--- config.mk ---
export PLATFORM = sky130hd
export DESIGN_NAME = pipeline_hazard_ctrl
export DESIGN_NICKNAME = d
export VERILOG_FILES = /design/src/rtl/pipeline_hazard_ctrl_pkg.sv /design/src/rtl/pipeline_hazard_ctrl_sat_counter.sv /design/src/rtl/pipeline_hazard_ctrl.sv
export SDC_FILE = /design/constraint.sdc
export NUM_CORES = 1
export LEC_CHECK = 0
export BUFFER_PORTS_ARGS = -buffer_cell sky130_fd_sc_hd__buf_4
export CAP_MARGIN = 20
export CORE_UTILIZATION = 49
export DETAILED_ROUTE_END_ITERATION = 8
export PLACE_DENSITY = 0.79
export SETUP_SLACK_MARGIN = 0.4
export SYNTH_ARGS = -nofsm -noshare
export SYNTH_HDL_FRONTEND = slang
export SYNTH_SLANG_ARGS = --single-unit
export TNS_END_PERCENT = 50
--- constraint.sdc ---
create_clock -name clk -period 2.1 [get_ports clk]
set_input_delay 0.105 -clock clk [delete_from_list [all_inputs] [get_ports clk]]
set_output_delay 0.105 -clock clk [all_outputs]
set_load 0.02 [all_outputs]
--- src/rtl/pipeline_hazard_ctrl_pkg.sv ---
// pipeline_hazard_ctrl_pkg: shared hazard FSM encodings and defaults
package pipeline_hazard_ctrl_pkg;
  typedef enum logic {HZ_RUN = 1'b0, HZ_MEM_WAIT = 1'b1} hz_state_t;
  localparam int DEF_MEM_TIMEOUT = 16;
endpackage

--- src/rtl/pipeline_hazard_ctrl_sat_counter.sv ---
// sat_counter: saturating event counter with synchronous clear
module sat_counter #(
  parameter int CNT_W = 32
) (
  input  logic             clk,
  input  logic             rst_n,
  input  logic             inc,
  input  logic             clr,
  output logic [CNT_W-1:0] cnt
);
  always_ff @(posedge clk or negedge rst_n)
    if (!rst_n) cnt <= '0;
    else if (clr) cnt <= '0;
    else if (inc && !(&cnt)) cnt <= cnt + CNT_W'(1);
endmodule

--- src/rtl/pipeline_hazard_ctrl.sv ---
// pipeline_hazard_ctrl: load-use, redirect and memory-wait scheduler with perf counters
module pipeline_hazard_ctrl
  import pipeline_hazard_ctrl_pkg::*;
#(
  parameter int REG_ADDR_W  = 5,
  parameter int MEM_TIMEOUT = DEF_MEM_TIMEOUT,
  parameter int CNT_W       = 32
) (
  input  logic                  clk,
  input  logic                  rst_n,
  input  logic [REG_ADDR_W-1:0] id_rs1,
  input  logic [REG_ADDR_W-1:0] id_rs2,
  input  logic                  id_use_rs1,
  input  logic                  id_use_rs2,
  input  logic                  ex_memread,
  input  logic [REG_ADDR_W-1:0] ex_rd,
  input  logic                  id_redirect,
  input  logic                  mem_req,
  input  logic                  mem_ready,
  input  logic                  clr_cnt,
  output logic                  pc_write,
  output logic                  ifid_write,
  output logic                  ifid_flush,
  output logic                  ctrl_stall,
  output logic                  pipe_freeze,
  output logic                  mem_timeout,
  output logic [CNT_W-1:0]      stall_cnt,
  output logic [CNT_W-1:0]      flush_cnt
);
  localparam int WW = $clog2(MEM_TIMEOUT + 1);
  hz_state_t state, state_nx;
  logic [WW-1:0] wcnt, wcnt_nx;
  logic lu, miss, to_evt, wait_left;
  always_comb begin
    lu = ex_memread && ex_rd != '0 &&
         ((id_use_rs1 && id_rs1 == ex_rd) || (id_use_rs2 && id_rs2 == ex_rd));
    miss = mem_req && !mem_ready;
    wait_left = wcnt < WW'(MEM_TIMEOUT);
    pipe_freeze = state == HZ_RUN ? miss : (!mem_ready && wait_left);
    pc_write = !pipe_freeze && !lu;
    ifid_write = !pipe_freeze && !lu;
    ctrl_stall = !pipe_freeze && lu;
    ifid_flush = !pipe_freeze && !lu && id_redirect;
  end
  // the access that exhausts its budget is abandoned and the instruction retires
  always_comb begin
    state_nx = state;
    wcnt_nx = wcnt;
    to_evt = 1'b0;
    if (state == HZ_RUN) begin
      state_nx = miss ? HZ_MEM_WAIT : HZ_RUN;
      wcnt_nx = miss ? WW'(1) : wcnt;
    end else if (mem_ready || !wait_left) begin
      state_nx = HZ_RUN;
      wcnt_nx = '0;
      to_evt = !mem_ready;
    end else begin
      wcnt_nx = wcnt + WW'(1);
    end
  end
  always_ff @(posedge clk or negedge rst_n)
    if (!rst_n) begin
      state <= HZ_RUN;
      wcnt <= '0;
      mem_timeout <= 1'b0;
    end else begin
      state <= state_nx;
      wcnt <= wcnt_nx;
      mem_timeout <= clr_cnt ? 1'b0 : (mem_timeout || to_evt);
    end
  sat_counter #(.CNT_W(CNT_W)) u_stall_cnt (
    .clk(clk), .rst_n(rst_n), .inc(ctrl_stall || pipe_freeze), .clr(clr_cnt), .cnt(stall_cnt)
  );
  sat_counter #(.CNT_W(CNT_W)) u_flush_cnt (
    .clk(clk), .rst_n(rst_n), .inc(ifid_flush), .clr(clr_cnt), .cnt(flush_cnt)
  );
endmodule

==> results of run 1 <==
-- area by class of cell --
type	count	area (um^2)	share of cell area, %
clock buffers	13	159	2.40
clock inverters	3	65.1	0.983
inverters	9	33.8	0.510
multi-input cells	352	2720	41.0
flip-flops and latches	71	1820	27.5
well taps	105	131	1.98
repair buffers	207	1700	25.6
-- registers in the layout, indices dropped and copies added, names as in the netlist --
name and cells:
u_stall_cnt.cnt 32, wcnt 5, u_flush_cnt.cnt 32, mem_timeout 1, state 1
-- placed cells by master (no fill, tap or decap), types with 22 or more instances in the layout --
cell type  synthesis  routed
buf_4              3     178
dfrtp_1           71      37
a21oi_1           50      34
dfrtp_2            0      34
nand2_1           29      26
nand4_1           25      25
buf_6              5      25
o21ai_0           26      23
o31ai_1           24      22
-- per-stage QoR --
step	setup WS, ns	util [%]	cells
after floorplan	0.0784	-	456
after global placement	-0.0557	67.5	696
after detailed placement	-0.0934	67.5	696
after CTS	-0.0114	77.7	749
after global routing	-0.165	79.8	760
final	-0.125	79.8	760
-- power groups by stage --
stage,sequential [uW],clock [uW],combinational (uW)
after floorplan,1440,0,158
after global placement,1430,0,323
after detailed placement,1430,0,335
after CTS,1400,1250,441
after global routing,1410,1330,498
final,1410,1290,470
-- kinds of logic after synthesis --
family	after synthesis	synth area share, %
buffers and inverters	37	4.71
AND/OR/NAND/NOR	202	29.7
AO/OA/AOI/OAI	117	16.8
flip-flops	71	42.0
adder cells (fa/ha/maj)	3	0.888
XOR/XNOR	16	3.32
multiplexers	10	2.63
-- repair_timing --
action / CTS / global route
pin swaps: 79 / 36
hold buffers: 1 / 0
gates cloned: 7 / 0
endpoints found under the setup margin: 67 / 68
buffers inserted: 29 / 11
gates resized for setup: 85 / 19
hold endpoints to repair: 42 / 0
-- layer usage --
metal / wire, um / global-route usage, % / up-vias
met1: 5950 / 43.0 / 2454
met2: 7950 / 57.6 / 325
met5: 0 / 0 / -
li1: - / - / 2129
met4: 747 / 16.3 / 0
met3: 1310 / 6.44 / 88
-- worst max-delay path: cells and delay by family, from the launching register on --
kind	cells	cell delay, ns
AOI/OAI and AO/OA	1	0.17
DFF	1	0.37
and+or+nand+nor	5	1.59
-- path summary, 6_finish.rpt --
check | start | slack [ns] | end | cells after the start
max | u_stall_cnt.cnt[8] | -0.12 | u_stall_cnt.cnt[31] | 6
min | mem_ready | 0.12 | wcnt[0] | 3
max reg2reg | u_stall_cnt.cnt[8] | -0.12 | u_stall_cnt.cnt[31] | 6
min reg2reg | wcnt[3] | 0.58 | wcnt[3] | 1
max in group asynchronous | rst_n | 1.20 | u_stall_cnt.cnt[9] | 3
min in group asynchronous | rst_n | 0.31 | u_stall_cnt.cnt[21] | 2
==> key figures, run 1 <==
Yosys
  – Synthesis-stage register bit count: 71
  – Synthesized instance count: 456
  – Sequential-to-total area share from yosys stat: 42.0%
  – EDFF count, synth: 0
  – Synth warn: 0
  – Post-synth cell types: 54
  – Cell taking the most area after synthesis: dfrtp_1
  – Asr flop ratio synth: 100%
  – Top cell type's share of synthesized area: 42.0%
  – Avg Cell Area, Syn: 9.27 um^2
  – Ys flop type: dfrtp_1
  – Commonest cells in the netlist: 71 x dfrtp_1, 50 x a21oi_1, 29 x nand2_1
  – Top cells by area in the synthesized netlist: dfrtp_1 42%, a21oi_1 5.9%, or4_1 4.8%
  – Count leader, synth: dfrtp_1
  – Synthesized Nets: 483
  – Mapped Area: 4230 um^2

Clock network
  – H-Tree Depth: 3
  – Clock latency on the worst-skew pair: 0.36 ns
  – CTS buffer count: 9
  – Clock Root Buffer: clkbuf_8
  – Longest Clk Path Bufs: 2
  – CTS sink cnt: 71
  – TritonCTS clock tree: built
  – Reg clk slew, reported paths: 0.08 ns

STA
  – Worst relative slew slack: 40.7%
  – Setup_tns: -0.415 ns
  – Hold Slack: 0.123 ns
  – Worst Tran Pin Value: 0.890 ns
  – Skew final: 0.00961 ns
  – Period utilization: 106%
  – Final setup vio count: 12
  – Worst Slack Setup Final: -0.125 ns
  – Fmax: 449 MHz
  – RSZ-0062 raised after global routing: yes
  – Final worst path period need: 2.22 ns
  – Final hold violations: 0
  – Max Slew Vio Count: 0

Placed design
  – Final GP Congestion: 0.800
  – Dpl hpwl: 8.30 mm
  – Area after DPL: 5600 um^2
  – Buffers on Ports: 93

GRT
  – Grt ovf: 0
  – Initial antenna violation count: 0
  – First-pass GRT wire length: 23.6 mm
  – Global Route Usage Sum: 34.5%
  – Number of global-route vias before repair: 4726
  – Largest net degree at the start of global routing: 77

Detailed routing
  – Drt via density: 6.57
  – First drt pass iteration count: 5
  – Routed WL: 16.0 mm
  – Remaining DRCs: 0
  – DRT iter0 DRCs: 473
  – Post-DR wirelength/cell: 21.0 um
  – Vias: 4996
  – Antenna Nets Post-Route: 0

Critical path
  – Kind of critical path: reg -> reg
  – Most used cell, CP: nand4_1
  – CP Capture Type: flop
  – CP max-delay cell: or4_4
  – Worst path max stage delay: 0.58 ns
  – Startpoint Class: flop
  – WP data required: 2.38 ns
  – Crit path arrival time: 2.50 ns
  – Crit path cell chain: nand4_1 > or4_4 > nor3_2 > nand4_1 > or3_1 > a21oi_1
  – Max FO, Critical Path: 4

Floorplanning
  – Core area: 8300 um^2
  – Die X: 94.9 um
  – Initial core utilization: 50.9%
  – Total Die Area: 9000 um^2
  – Site Rows: 33
  – Io pins: 94
  – Die height: 94.9 um

Power and ir drop
  – Total power: 3160 uW
  – Clk pwr share: 40.7%
  – Comb pwr share: 14.9%
  – Sequential power share: 44.5%
  – Power Dens Cells: 478 nW/um^2
  – Internal: 2330 uW
  – Switching share of power: 26.4%
  – Switching power: 834 uW
  – Worst ir drop on vdd: 0.405 mV
  – Leakage: 0.00279 uW

Finish
  – Post-Layout Inst Area: 6620 um^2
  – Area Growth Syn to Fin: 56.6%
  – Fill cell count: 467
  – Ant diodes: 0
  – Layout cells sized above 1: 53.4%
  – Final #Nets: 677

Outcome
  – Failing checks: setup timing
  – Outcome: complete, but fails checks

Worst hold path
  – Worst min path class: in -> reg

Flow run
  – Max Cap Viol: 0
Note: power is estimated with default switching activity, not from simulation.
==> run 2, diff against run 1 <==
--- a/config.mk
+++ b/config.mk
@@ -7,9 +7,9 @@
 export LEC_CHECK = 0
 export BUFFER_PORTS_ARGS = -buffer_cell sky130_fd_sc_hd__buf_4
 export CAP_MARGIN = 20
-export CORE_UTILIZATION = 49
+export CORE_UTILIZATION = 55
 export DETAILED_ROUTE_END_ITERATION = 8
-export PLACE_DENSITY = 0.79
+export PLACE_DENSITY = 0.84
 export SETUP_SLACK_MARGIN = 0.4
 export SYNTH_ARGS = -nofsm -noshare
 export SYNTH_HDL_FRONTEND = slang
==> constraint.sdc (replaced) <==
create_clock -name clk -period 2.42 [get_ports clk]
set_input_delay 0.121 -clock clk [delete_from_list [all_inputs] [get_ports clk]]
set_output_delay 0.121 -clock clk [all_outputs]
set_load 0.02 [all_outputs]
==> run 2 against run 1 <==
Net effect: first-iteration DRC count down 12%; critical path depth is 1 higher; die area decreased by 11%; total power is 19% lower; combinational power fell by 30%; the flow now finishes without violations; via count is 5.1% lower; critical path type unchanged; setup slack better by 0.35 ns.
==> key figures, run 2 (synthesis results as in run 1) <==
Outcome
  – Outcome: completed

GRT
  – Global Route Usage Sum: 32.9%
  – GRT met3 Usage: 6.49%
  – First-pass GRT wire length: 20.1 mm
  – Met2 GRT Util: 55.4%
  – GRT Max-Usage Layer: met2
  – Initial antenna violation count: 0
  – Grt met1 use: 41.7%
  – Largest net degree at the start of global routing: 77
  – Number of global-route vias before repair: 4156
  – Grt ovf: 0

Critical path
  – Crit path max-delay family: simple AND/OR/NAND/NOR gates
  – Most used cell, CP: nand4_1
  – Crit path cell chain: nand4_1 > buf_4 > or3_4 > nor4_4 > nand4_1 > or3_1 > a21oi_1
  – WP data required: 2.69 ns
  – CP max-delay cell: or3_4
  – Startpoint Class: flop
  – Crit path arrival time: 2.46 ns
  – CP Capture Type: flop
  – Crit path buffers/inverters: 1
  – Kind of critical path: reg -> reg
  – Max FO, Critical Path: 3
  – Worst path max stage delay: 0.40 ns

Floorplanning
  – Die X: 89.7 um
  – Total Die Area: 8040 um^2
  – Initial core utilization: 57.7%
  – Core area: 7330 um^2
  – Io pins: 94
  – Die height: 89.7 um
  – Site Rows: 31

Placed design
  – Dpl hpwl: 7.52 mm
  – Final GP Congestion: 0.816
  – Buffers on Ports: 93
  – Area after DPL: 5110 um^2

Power and ir drop
  – Total power: 2570 uW
  – Leakage: 0.00254 uW
  – Worst ir drop on vdd: 0.296 mV
  – Power Dens Cells: 420 nW/um^2

STA
  – Final setup vio count: 0
  – Period utilization: 90.7%
  – Setup_tns: 0 ns
  – Final worst path period need: 2.19 ns
  – Final hold violations: 0
  – RSZ-0062 raised after global routing: yes
  – Max Slew Vio Count: 0
  – Fmax: 456 MHz
  – Skew final: 0.0124 ns
  – Worst relative slew slack: 39.1%
  – Worst Tran Pin Value: 0.914 ns

Detailed routing
  – Remaining DRCs: 0
  – Vias: 4740
  – First drt pass iteration count: 5
  – Antenna Nets Post-Route: 0
  – Routed WL: 14.8 mm
  – Drt via density: 6.63
  – Post-DR wirelength/cell: 20.7 um
  – DRT iter0 DRCs: 418

Finish
  – Ant diodes: 0
  – Area Growth Syn to Fin: 44.8%
  – Final #Nets: 638
  – Post-Layout Inst Area: 6120 um^2
  – Commonest non-fill, non-tap cell in the layout: buf_4
  – Commonest non-fill, non-tap cells in the layout: 154 x buf_4, 45 x a21oi_1, 40 x dfrtp_1, 31 x dfrtp_2, 27 x nand2_1
  – Layout cells sized above 1: 45.5%
  – Top flop regs: u_flush_cnt.cnt (32), u_stall_cnt.cnt (32), wcnt (5)

Clock network
  – Clock latency on the worst-skew pair: 0.36 ns
  – Reg clk slew, reported paths: 0.08 ns
  – CTS buffer count: 9
  – Longest Clk Path Bufs: 2
  – TritonCTS clock tree: built
  – H-Tree Depth: 3
  – CTS sink cnt: 71
  – Clock Root Buffer: clkbuf_8

Worst hold path
  – Worst min path class: in -> reg

Flow run
  – Max Cap Viol: 0
==> run 2: tightest hold or removal path, stage by stage <==
cell and delay, ns:
buf_4 0.10, nor2_1 0.08, nand4_1 0.10, nand2_1 0.06
==> run 2: layer usage <==
metal | vias up | wire [um]
met5 | - | 0
met4 | 0 | 619
met3 | 72 | 1230
met2 | 326 | 7360
met1 | 2301 | 5600
li1 | 2041 | -
==> run 2: cell type report <==
cell class,instances,area [um^2]
multi-input combinational,353,2620
sequential,71,1820
timing repair buffer,167,1320
fill,391,1210
clock buffer,13,169
tap,99,124
clock inverter,3,40.0
inverter,9,33.8
==> run 2: final timing paths <==
| path | start | cells past startpoint | slack, ns | end |
|---|---|---|---|---|
| worst max-delay path | u_stall_cnt.cnt[10] | 7 | 0.23 | u_stall_cnt.cnt[26] |
| worst min-delay path | mem_ready | 4 | 0.14 | wcnt[4] |
| worst max register to register | u_stall_cnt.cnt[10] | 7 | 0.23 | u_stall_cnt.cnt[26] |
| worst min register to register | mem_timeout | 2 | 0.52 | mem_timeout |
| max in group asynchronous | rst_n | 2 | 1.33 | u_flush_cnt.cnt[2] |
| min in group asynchronous | rst_n | 2 | 0.44 | wcnt[2] |
==> run 2: timing repair <==
item / in CTS / in global routing
resized for setup: 30 / 43
endpoints found under the hold margin: 71 / 0
gates cloned: 5 / 2
setup endpoints to repair: 62 / 66
hold buffers: 1 / 0
pin swaps: 15 / 28
setup buffers: 31 / 25
==> run 2: power by group <==
part / internal, uW / switching (uW)
Sequential: 1200 / 19.6
Combinational: 137 / 191
Clock: 558 / 464
Total: 1900 / 674
==> run 2: stage by stage <==
stage               instances  worst slack (ns)  hold slack [ns]  utilization [%]
floorplan                 456             0.326           -0.175                -
global placement          635             0.249            0.303             69.7
detailed placement        635             0.209            0.305             69.7
CTS                       688             0.367            0.139             78.1
global route              715             0.171            0.167             83.5
finish                    715             0.226            0.138             83.5
==> run 3, diff against run 2 <==
--- a/config.mk
+++ b/config.mk
@@ -8,6 +8,7 @@
 export BUFFER_PORTS_ARGS = -buffer_cell sky130_fd_sc_hd__buf_4
 export CAP_MARGIN = 20
 export CORE_UTILIZATION = 55
+export CTS_BUF_LIST = sky130_fd_sc_hd__clkbuf_16
 export DETAILED_ROUTE_END_ITERATION = 8
 export PLACE_DENSITY = 0.84
 export SETUP_SLACK_MARGIN = 0.4
==> run 3 against run 2 <==
Net effect: combinational power is 5% lower; clock power up 26%; register-to-register slack about the same; non-clock buffer count down 6; count of clock-buffer cells in the layout decreased by 4; wire length down 0.45%; critical path type unchanged.
==> key figures, run 3 (synthesis results as in run 1) <==
Placed design
  – DP Worst Slack: 0.209 ns
  – Buffers on Ports: 93
  – Dpl hpwl: 7.52 mm
  – Dpl cells: 635
  – Final GP Congestion: 0.816

Finish
  – Fill cell count: 406
  – Layout cells sized above 1: 43.7%
  – Register area: 1820 um^2
  – Multi-input logic area: 2570 um^2
  – Commonest non-fill, non-tap cell in the layout: buf_4
  – Ant diodes: 0
  – Commonest non-fill, non-tap cells in the layout: 154 x buf_4, 46 x a21oi_1, 39 x dfrtp_1, 32 x dfrtp_2, 28 x nand2_1
  – Final cell count without fillers: 708
  – Util after Layout: 82.6%
  – Final #Nets: 631
  – Top flop regs: u_flush_cnt.cnt (32), u_stall_cnt.cnt (32), wcnt (5)
  – Area Growth Syn to Fin: 43.2%

GRT
  – Largest net degree at the start of global routing: 77
  – Number of global-route vias before repair: 4116
  – Global Route Usage Sum: 33.6%
  – Initial antenna violation count: 0
  – First-pass GRT wire length: 20.4 mm
  – Grt ovf: 0

Floorplanning
  – Total Die Area: 8040 um^2
  – Initial core utilization: 57.7%
  – Die X: 89.7 um
  – Die height: 89.7 um
  – Site Rows: 31
  – Io pins: 94
  – Core area: 7330 um^2

Detailed routing
  – DR top layer: met4
  – Remaining DRCs: 0
  – DRT iter0 DRCs: 492
  – Vias: 4676
  – Met3 Wirelength: 1.34 mm
  – Post-DR wirelength/cell: 20.8 um
  – Wl on met1: 5.30 mm
  – Drt via density: 6.60
  – Met2 Wirelength: 7.42 mm
  – Routed WL: 14.7 mm
  – Antenna Nets Post-Route: 0
  – First drt pass iteration count: 7

Critical path
  – CP max-delay cell: or4_1
  – Max FO, Critical Path: 6
  – Kind of critical path: reg -> reg
  – CP Capture Type: flop
  – Crit path cell chain: ha_4 > nand3_1 > nor3_2 > a32oi_4 > nand2_4 > or4_1 > a21oi_1
  – Crit path max-delay family: simple AND/OR/NAND/NOR gates
  – Startpoint Class: flop
  – Crit path buffers/inverters: 0
  – R2R cell count: 7
  – Worst path max stage delay: 0.53 ns
  – WP depth: 7
  – WP data required: 2.64 ns
  – Crit path arrival time: 2.40 ns

STA
  – Setup_tns: 0 ns
  – Hold Slack: 0.157 ns
  – Max Slew Vio Count: 0
  – Final hold violations: 0
  – RSZ-0062 raised after global routing: yes
  – Final setup vio count: 0
  – Fmax: 458 MHz
  – Final worst path period need: 2.18 ns
  – Skew final: 0.00607 ns
  – Worst Tran Pin Value: 0.926 ns
  – Period utilization: 90.1%
  – Worst relative slew slack: 38.3%
  – Worst Slack Setup Final: 0.239 ns

Power and ir drop
  – Power Dens Cells: 466 nW/um^2
  – Leakage: 0.00250 uW
  – Worst ir drop on vdd: 0.367 mV

Clock network
  – CTS buffer count: 9
  – Longest Clk Path Bufs: 2
  – Clock latency on the worst-skew pair: 0.34 ns
  – Reg clk slew, reported paths: 0.06 ns
  – H-Tree Depth: 3
  – TritonCTS clock tree: built
  – Clock Root Buffer: clkbuf_16
  – CTS sink cnt: 71

Worst hold path
  – Hold depth: 4
  – Worst min path class: in -> reg

Outcome
  – Outcome: completed

Flow run
  – Max Cap Viol: 0
==> run 3: changes by cell type in the layout (fill, tap and decap cells not counted), sizes merged <==
cell,previous run,this run
buf,166,159
clkbuf,13,10
clkinv,2,5
and2,6,5
inv,9,10
==> run 3: worst paths after layout <==
kind	startpoint	to	slack [ns]
min in group asynchronous	rst_n	u_stall_cnt.cnt[25]	0.46
max in group asynchronous	rst_n	u_flush_cnt.cnt[4]	1.29
max	u_stall_cnt.cnt[1]	u_stall_cnt.cnt[7]	0.24
min reg2reg	mem_timeout	mem_timeout	0.52
min	mem_ready	wcnt[4]	0.16
max reg2reg	u_stall_cnt.cnt[1]	u_stall_cnt.cnt[7]	0.24
==> run 3: worst min-delay path, cell delays in order <==
cell and delay, ns:
buf_4 0.10, nor2_1 0.08, nand4_1 0.10, nand2_1 0.05
==> run 3: final cells by class <==
cell class	instances	area share [%]
clock buffer	9	3.72
timing repair buffer	161	20.3
clock inverter	7	0.910
sequential	71	30.0
inverter	9	0.558
multi-input combinational	352	42.4
tap	99	2.05
==> run 3: power by group <==
part | internal (uW) | total, uW | leakage, uW | switching [uW]
clock | 780 | 1290 | 0.000143 | 508
combinational | 123 | 311 | 0.00143 | 188
sequential | 1200 | 1220 | 0.000934 | 19.9
total | 2100 | 2820 | 0.00250 | 716
==> run 3: per-layer routing <==
layer  global-route usage, %  vias to the layer above
li1                        -                     2032
met5                       0                        -
met4                    14.3                        0
met2                    56.5                      340
met3                    6.86                       70
met1                    42.2                     2234
==> run 3: per-stage QoR <==
step	area (um^2)	total power (uW)
2_1_floorplan	4350	1380
5_1_grt	6050	2900
6_report	6050	2820
3_5_place_dp	5110	1490
4_1_cts	5750	2760
3_3_place_gp	5110	1480
==> run 3: timing repair <==
action | CTS | global route
hold buffers | 1 | 0
gates resized for setup | 30 | 30
buffers inserted | 29 | 22
setup endpoints to repair | 60 | 60
hold endpoints to repair | 71 | 0
pin swaps | 25 | 20
gates cloned | 2 | 3
